`src/rtl/fpu_result_serializer.sv`:
```
// Result serializer for the FPU pin interface: takes one RES_WIDTH-bit result by
// valid/ready and returns it a byte at a time, with each byte released by a host ack edge.
module fpu_result_serializer #(
   parameter int RES_WIDTH = 16,
   parameter bit MSB_FIRST = 1'b1
) (
   input  logic                 clk,
   input  logic                 rst_n,
   input  logic                 ena,
   input  logic [RES_WIDTH-1:0] res_data,
   input  logic                 res_valid,
   output logic                 res_ready,
   output logic [7:0]           byte_out,
   output logic                 byte_valid,
   output logic                 last_byte,
   input  logic                 byte_ack,
   output logic                 busy
);

   localparam int NB    = RES_WIDTH / 8;
   localparam int IDX_W = (NB > 1) ? $clog2(NB) : 1;
   localparam logic [IDX_W-1:0] LAST_IDX = IDX_W'(NB - 1);

   typedef enum logic {
      IDLE = 1'b0,
      SEND = 1'b1
   } state_t;

   state_t               state_reg, state_next;
   logic [RES_WIDTH-1:0] shift_reg, shift_next;
   logic [IDX_W-1:0]     idx_reg, idx_next;
   logic [2:0]           ack_sync_reg;
   logic                 ack_rise;
   logic [7:0]           head_byte;
   logic [RES_WIDTH-1:0] shifted_word;

   // The outgoing byte always sits at the head of the shift register, so an advance is one shift.
   generate
      if (MSB_FIRST) begin : g_msb_first
         assign head_byte    = shift_reg[RES_WIDTH-1 -: 8];
         assign shifted_word = shift_reg << 8;
      end else begin : g_lsb_first
         assign head_byte    = shift_reg[7:0];
         assign shifted_word = shift_reg >> 8;
      end
   endgenerate

   // Bits [1:0] synchronise the raw pin; bit [2] is the previous synchronised value.
   assign ack_rise = ack_sync_reg[1] & ~ack_sync_reg[2];

   always_ff @(posedge clk or negedge rst_n) begin
      if (!rst_n) begin
         ack_sync_reg <= 3'b000;
      end else begin
         ack_sync_reg <= {ack_sync_reg[1:0], byte_ack};
      end
   end

   always_ff @(posedge clk or negedge rst_n) begin
      if (!rst_n) begin
         state_reg <= IDLE;
         shift_reg <= '0;
         idx_reg   <= '0;
      end else begin
         state_reg <= state_next;
         shift_reg <= shift_next;
         idx_reg   <= idx_next;
      end
   end

   always_comb begin
      state_next = state_reg;
      shift_next = shift_reg;
      idx_next   = idx_reg;
      res_ready  = 1'b0;
      byte_out   = 8'h00;
      byte_valid = 1'b0;
      last_byte  = 1'b0;
      busy       = 1'b0;

      case (state_reg)
         IDLE: begin
            res_ready = ena;
            if (ena && res_valid) begin
               shift_next = res_data;
               idx_next   = '0;
               state_next = SEND;
            end
         end
         SEND: begin
            busy       = 1'b1;
            byte_valid = 1'b1;
            byte_out   = head_byte;
            last_byte  = (idx_reg == LAST_IDX);
            if (ena && ack_rise) begin
               if (idx_reg == LAST_IDX) begin
                  state_next = IDLE;
               end else begin
                  idx_next   = idx_reg + 1'b1;
                  shift_next = shifted_word;
               end
            end
         end
      endcase
   end

endmodule

```
`config.mk`:
```
export PLATFORM = sky130hd
export DESIGN_NAME = fpu_result_serializer
export DESIGN_NICKNAME = d
export VERILOG_FILES = /design/src/rtl/fpu_result_serializer.sv
export SDC_FILE = /design/constraint.sdc
export NUM_CORES = 1
export LEC_CHECK = 0
export ABC_AREA = 1
export CAP_MARGIN = 25
export CORE_MARGIN = 5
export CORE_UTILIZATION = 44
export DETAILED_ROUTE_END_ITERATION = 16
export PLACE_DENSITY = 0.86
export SLEW_MARGIN = 15
export SYNTH_ARGS = -nofsm -noshare
export SYNTH_HDL_FRONTEND = slang
export SYNTH_SLANG_ARGS = --single-unit
```
`constraint.sdc`:
```
create_clock -name clk -period 1.4 [get_ports clk]
set_input_delay 0.21 -clock clk [delete_from_list [all_inputs] [get_ports clk]]
set_output_delay 0.21 -clock clk [all_outputs]
set_load 0.05 [all_outputs]
```
# Word level (Yosys, flattened, before mapping)
# Cells that the tools add are included.
# word_totals
regBits	21
word_cells	31
out_inout_bits	12
input_bits	21
# op_classes
bitwise	3
eq_ne	3
muxes	16
add_sub_neg	1
n_reduce_logical	4
# ops
operator	count
two-way mux 16 bit	3
case mux 16 bit (2 select lines)	1
two-way mux 1 bit	9
two-way mux 8 bit	1
inequality test 2 bit (second input constant)	2
case mux 1 bit (2 select lines)	2
AND reduction 3 bit	1
logical AND 1 bit	2
inequality test 2 x 1 -> 1 bit (second input constant)	1
inverter 1 bit	2
AND reduction 2 bit	1
adder 1 bit (second input constant)	1
bitwise AND 1 bit	1

# Depth between registers and ports, before layout
# depth
word_depth	5
depth_mapped	8
mapped_depth_nobuf	7

# Worst setup path after synthesis
# Ideal clock, no wire load.
# synth_path
kind	register -> register
from	register state_reg
to	register shift_reg[12]
setup_ps	117
path_stages_with_launch	9
t_arrival_ps	1627
t_required_ps	1283
setup_slack_ps	-344
path_cell_list	dfrtp_1 > buf_6 > nor2_4 > nand2_4 > nand2_4 > nand2_4 > buf_6 > nand2_1 > nand2_1
# synth_via
elab_chain_cells	3
elab_cells_between_ends	6
# synth_lines
element	line_no	text
from (decl)	29	state_t state_reg, state_next;
from (signal assigned)	65	state_reg <= state_next;
inverter 1 bit	n/a	
inequality test 2 bit (no source line)	n/a	
AND reduction 3 bit (no source line)	n/a	
to (signal assigned)	66	shift_reg <= shift_next;
to (decl)	30	logic [RES_WIDTH-1:0] shift_reg, shift_next;
# Parallel ways exist; a longest one is shown, timed or not.
# A chain may end at the register's enable or synchronous reset.

# Worst setup path after layout
# layout_path
from	register state_reg
to	output byte_out[2]
# layout_via
elab_chain_cells	1
# layout_lines
element	line_no	text
two-way mux 8 bit	81	case (state_reg)
to (decl)	13	output logic [7:0] byte_out,
# Every way passes these cells.

==> impl_metrics.json <==
{
  "routed_wl_mm": 2.445,
  "critPathMaxStageDelay_ps": 460,
  "timing_worst_slew_pin_value_ps": 253.7,
  "cts_buffers": 3,
  "clock_tree_buffer_depth": 2,
  "post-synth-top-count-cell": "nand2_1",
  "path_max_fanout": 5,
  "cts_tree": "done",
  "postSynth.asyncResetShare_pct": 100.0,
  "drc_violations": 0,
  "syn_to_final_growth_pct": 62.38,
  "slew-limit-headroom_pct": 82.98,
  "fin_nets": 192,
  "root_buffer": "clkbuf_4",
  "io_pins": 33,
  "yosys.cell_types.count": 13,
  "worst_path_dominant_cell_family": "flip-flops",
  "synth_ff_type": "dfrtp_1",
  "final_max_slew_viol_count": 0,
  "final_period_minus_worst_setup_slack_ps": 1459,
  "synth_warnings": 0,
  "failed_checks": "negative setup slack",
  "mapped_avg_cell_area_um2": 7.837,
  "detail_route.first_pass.iterations": 4,
  "coreArea_mm2": 0.002212,
  "dpl.cell_count": 189,
  "share_clk_of_total_power_pct": 7.7,
  "sequential_share_of_power_pct": 28.5,
  "synth.top_cell.area_share_pct": 51.98,
  "worst_setup_hold_path_clk_slew_ps": 110,
  "min_period_over_period_pct": 104.2,
  "hold_path_class": "input pin to asynchronous set/reset pin",
  "filler_cell_count": 174,
  "remaining_global_route_overflow": 0,
  "post_synthesis_register_bit_count": 21,
  "detail_route.iter0.violations": 19,
  "final_cells": 198,
  "leakagePower_nw": 0.8242,
  "detailedPlacementHpwl_mm": 1.823,
  "synth.top_cells.by_count": "57 x nand2_1, 21 x dfrtp_1, 20 x inv_1, 10 x o21ai_0, 9 x nand3_1",
  "clock_network_latency_to_the_later_pin_of_the_worst_skew_pair_ps": 300,
  "grt_pass1_wl_mm": 4.098,
  "max_freq_mhz": 685.6,
  "routabilityCongestion": 0.7214,
  "start_util_pct": 45.70,
  "netSwitchingFraction_pct": 45.70,
  "globalRouteTotalUtil_pct": 15.41,
  "synth_edf_count": 0,
  "floorplan.die.height_um": 57.94,
  "ir_worst_vdd_mv": 1.406,
  "inserted_diodes": 0,
  "clock_skew_ps": 4.970,
  "startpoint_type": "register",
  "power.density_mw_per_mm2": 2246,
  "largest_register_ff_count": 16,
  "via_count": 936,
  "worstSetupEndpointType": "primary output",
  "average_vias_per_placed_instance": 4.727,
  "critPathSlowestCell": "dfrtp_2",
  "cts_htree_levels": 1,
  "intPower_mw": 2.002,
  "rows": 17,
  "synth_seq_area_share_pct": 51.98,
  "cp_data_arrival_time_ps": 1250,
  "cts.sinks": 21,
  "power_share_of_the_combinational_group_pct": 63.8,
  "post-route-worst-setup-slack_ps": -58.56,
  "grt_pass1_vias": 981,
  "count_of_nets_left_with_antenna_violations_after_detail_routing": 0,
  "synth.top_cells.by_area": "dfrtp_1 52%, nand2_1 21%, inv_1 7.4%",
  "run_status": "complete, but fails checks",
  "number_of_buffers_inserted_by_hold_repair_at_cts": 0,
  "buffer_ports.inserted": 32,
  "grt_max_degree": 22,
  "final_hold_viol_count": 0,
  "setup_crit_path_kind": "register to primary output",
  "unrepaired_setup_endpoints_after_global_routing": "true",
  "timing.critical_path.buf_inv": 3,
  "synthesis.area_mm2": 0.001011,
  "initial_antenna_violation_count": 0,
  "syn_inst": 129,
  "totalNegativeSetupSlack_ps": -377.6,
  "post_route_cells_drive_above_1_share_pct": 27.65,
  "path_cells": "buf_6, nand2_2, clkinvlp_4, buf_12",
  "p_sw_mw": 1.685,
  "timing.critical_path.required_ps": 1190,
  "placement.setup.worst_slack_ps": -97.47,
  "routedWlPerCell_um": 12.35,
  "floorplan.die.width_um": 57.94,
  "synth_nets": 150,
  "design.die.area_mm2": 0.003356,
  "drv_cap": 0,
  "final-setup-viol-count": 13,
  "post-synth-top-area-cell": "dfrtp_1"
}
[repair_timing]
action / 4_1_cts / 5_1_grt
pin swaps: 1 / 1
endpoints found under the hold margin: 0 / 0
gates resized for setup: 13 / 5
setup endpoints to repair: 12 / 28
setup buffers: 6 / 1
[stage by stage]
step                      instance area (um^2)  utilization, %  total power [mW]  hold WS, ps
after floorplan                           1042               -             2.223       -85.59
after global placement                    1515           68.50             3.023        335.2
after detailed placement                  1515           68.50             3.112        339.5
after CTS                                 1617           73.08             3.624        241.5
after global routing                      1642           74.21             3.893        253.5
final                                     1642           74.21             3.687        227.5
[area by class of cell]
| type | count | area [um^2] | share of cell area [%] |
|---|---|---|---|
| clock buffer | 4 | 26.28 | 1.601 |
| sequential | 21 | 526.8 | 32.09 |
| tap | 28 | 35.03 | 2.134 |
| timing repair buffer | 42 | 523.0 | 31.86 |
| inverter | 21 | 108.9 | 6.631 |
| multi-input combinational | 82 | 421.7 | 25.69 |
[cells by family (layout without fill, tap and decap cells)]
kind of cell	Yosys count	in the layout	share of synthesized area, %
AOI/OAI and AO/OA	10	10	4.951
buffers and inverters	26	67	11.76
DFF	21	21	51.98
and+or+nand+nor	72	72	31.31
[worst reg2reg max path, cell delays in order (launching register included)]
cell	delay [ps]
dfrtp_2	430
buf_6	170
buf_4	130
nand4_1	170
nand2_4	130
nand2_4	120
nand2_1	100
nand2_1	60
[final timing paths]
kind                                  from         endpoint  cells after the start  slack (ps)
setup / recovery                 state_reg      byte_out[2]                      4         -60
hold / removal                       rst_n  ack_sync_reg[2]                      2         230
setup reg to reg                 state_reg     shift_reg[9]                      7           0
hold reg to reg            ack_sync_reg[0]  ack_sync_reg[1]                      0         360
max in group asynchronous            rst_n        state_reg                      2         950
min in group clk                  byte_ack  ack_sync_reg[0]                      1         330
[layout by cell type (no fill, tap or decap)]
| cell type | n |
|---|---|
| nand2_2 | 2 |
| nand2_4 | 10 |
| nor2_4 | 1 |
| o21ai_0 | 10 |
| clkdlybuf4s50_1 | 20 |
| clkinv_1 | 1 |
| nand2_1 | 49 |
| clkbuf_4 | 3 |
| dfrtp_1 | 20 |
| nand3_1 | 9 |
| inv_1 | 12 |
| clkinvlp_4 | 8 |
| buf_4 | 8 |
| buf_6 | 2 |
| buf_12 | 12 |
| nand4_1 | 1 |
| dfrtp_2 | 1 |
| clkbuf_1 | 1 |
[per-layer routing]
metal  share of wire, %  global-route usage, %  routed length, um  vias up
li1                   -                      -                  -      469
met1                 38                  17.37                934      433
met2                 56                  29.68               1374       31
met3                4.8                  2.673                117        3
met4               0.74                  3.642                 18        0
met5                  0                      0                  0        -
[power by group through the flow]
stage / Combinational, mW / Clock [mW] / Sequential [mW]
2_1_floorplan: 1.21 / 0 / 1.01
4_1_cts: 2.32 / 0.282 / 1.02
6_report: 2.35 / 0.285 / 1.05
3_5_place_dp: 2.05 / 0 / 1.07
5_1_grt: 2.51 / 0.309 / 1.08
3_3_place_gp: 1.98 / 0 / 1.05
No activity file was read; power rests on OpenSTA's default activity.
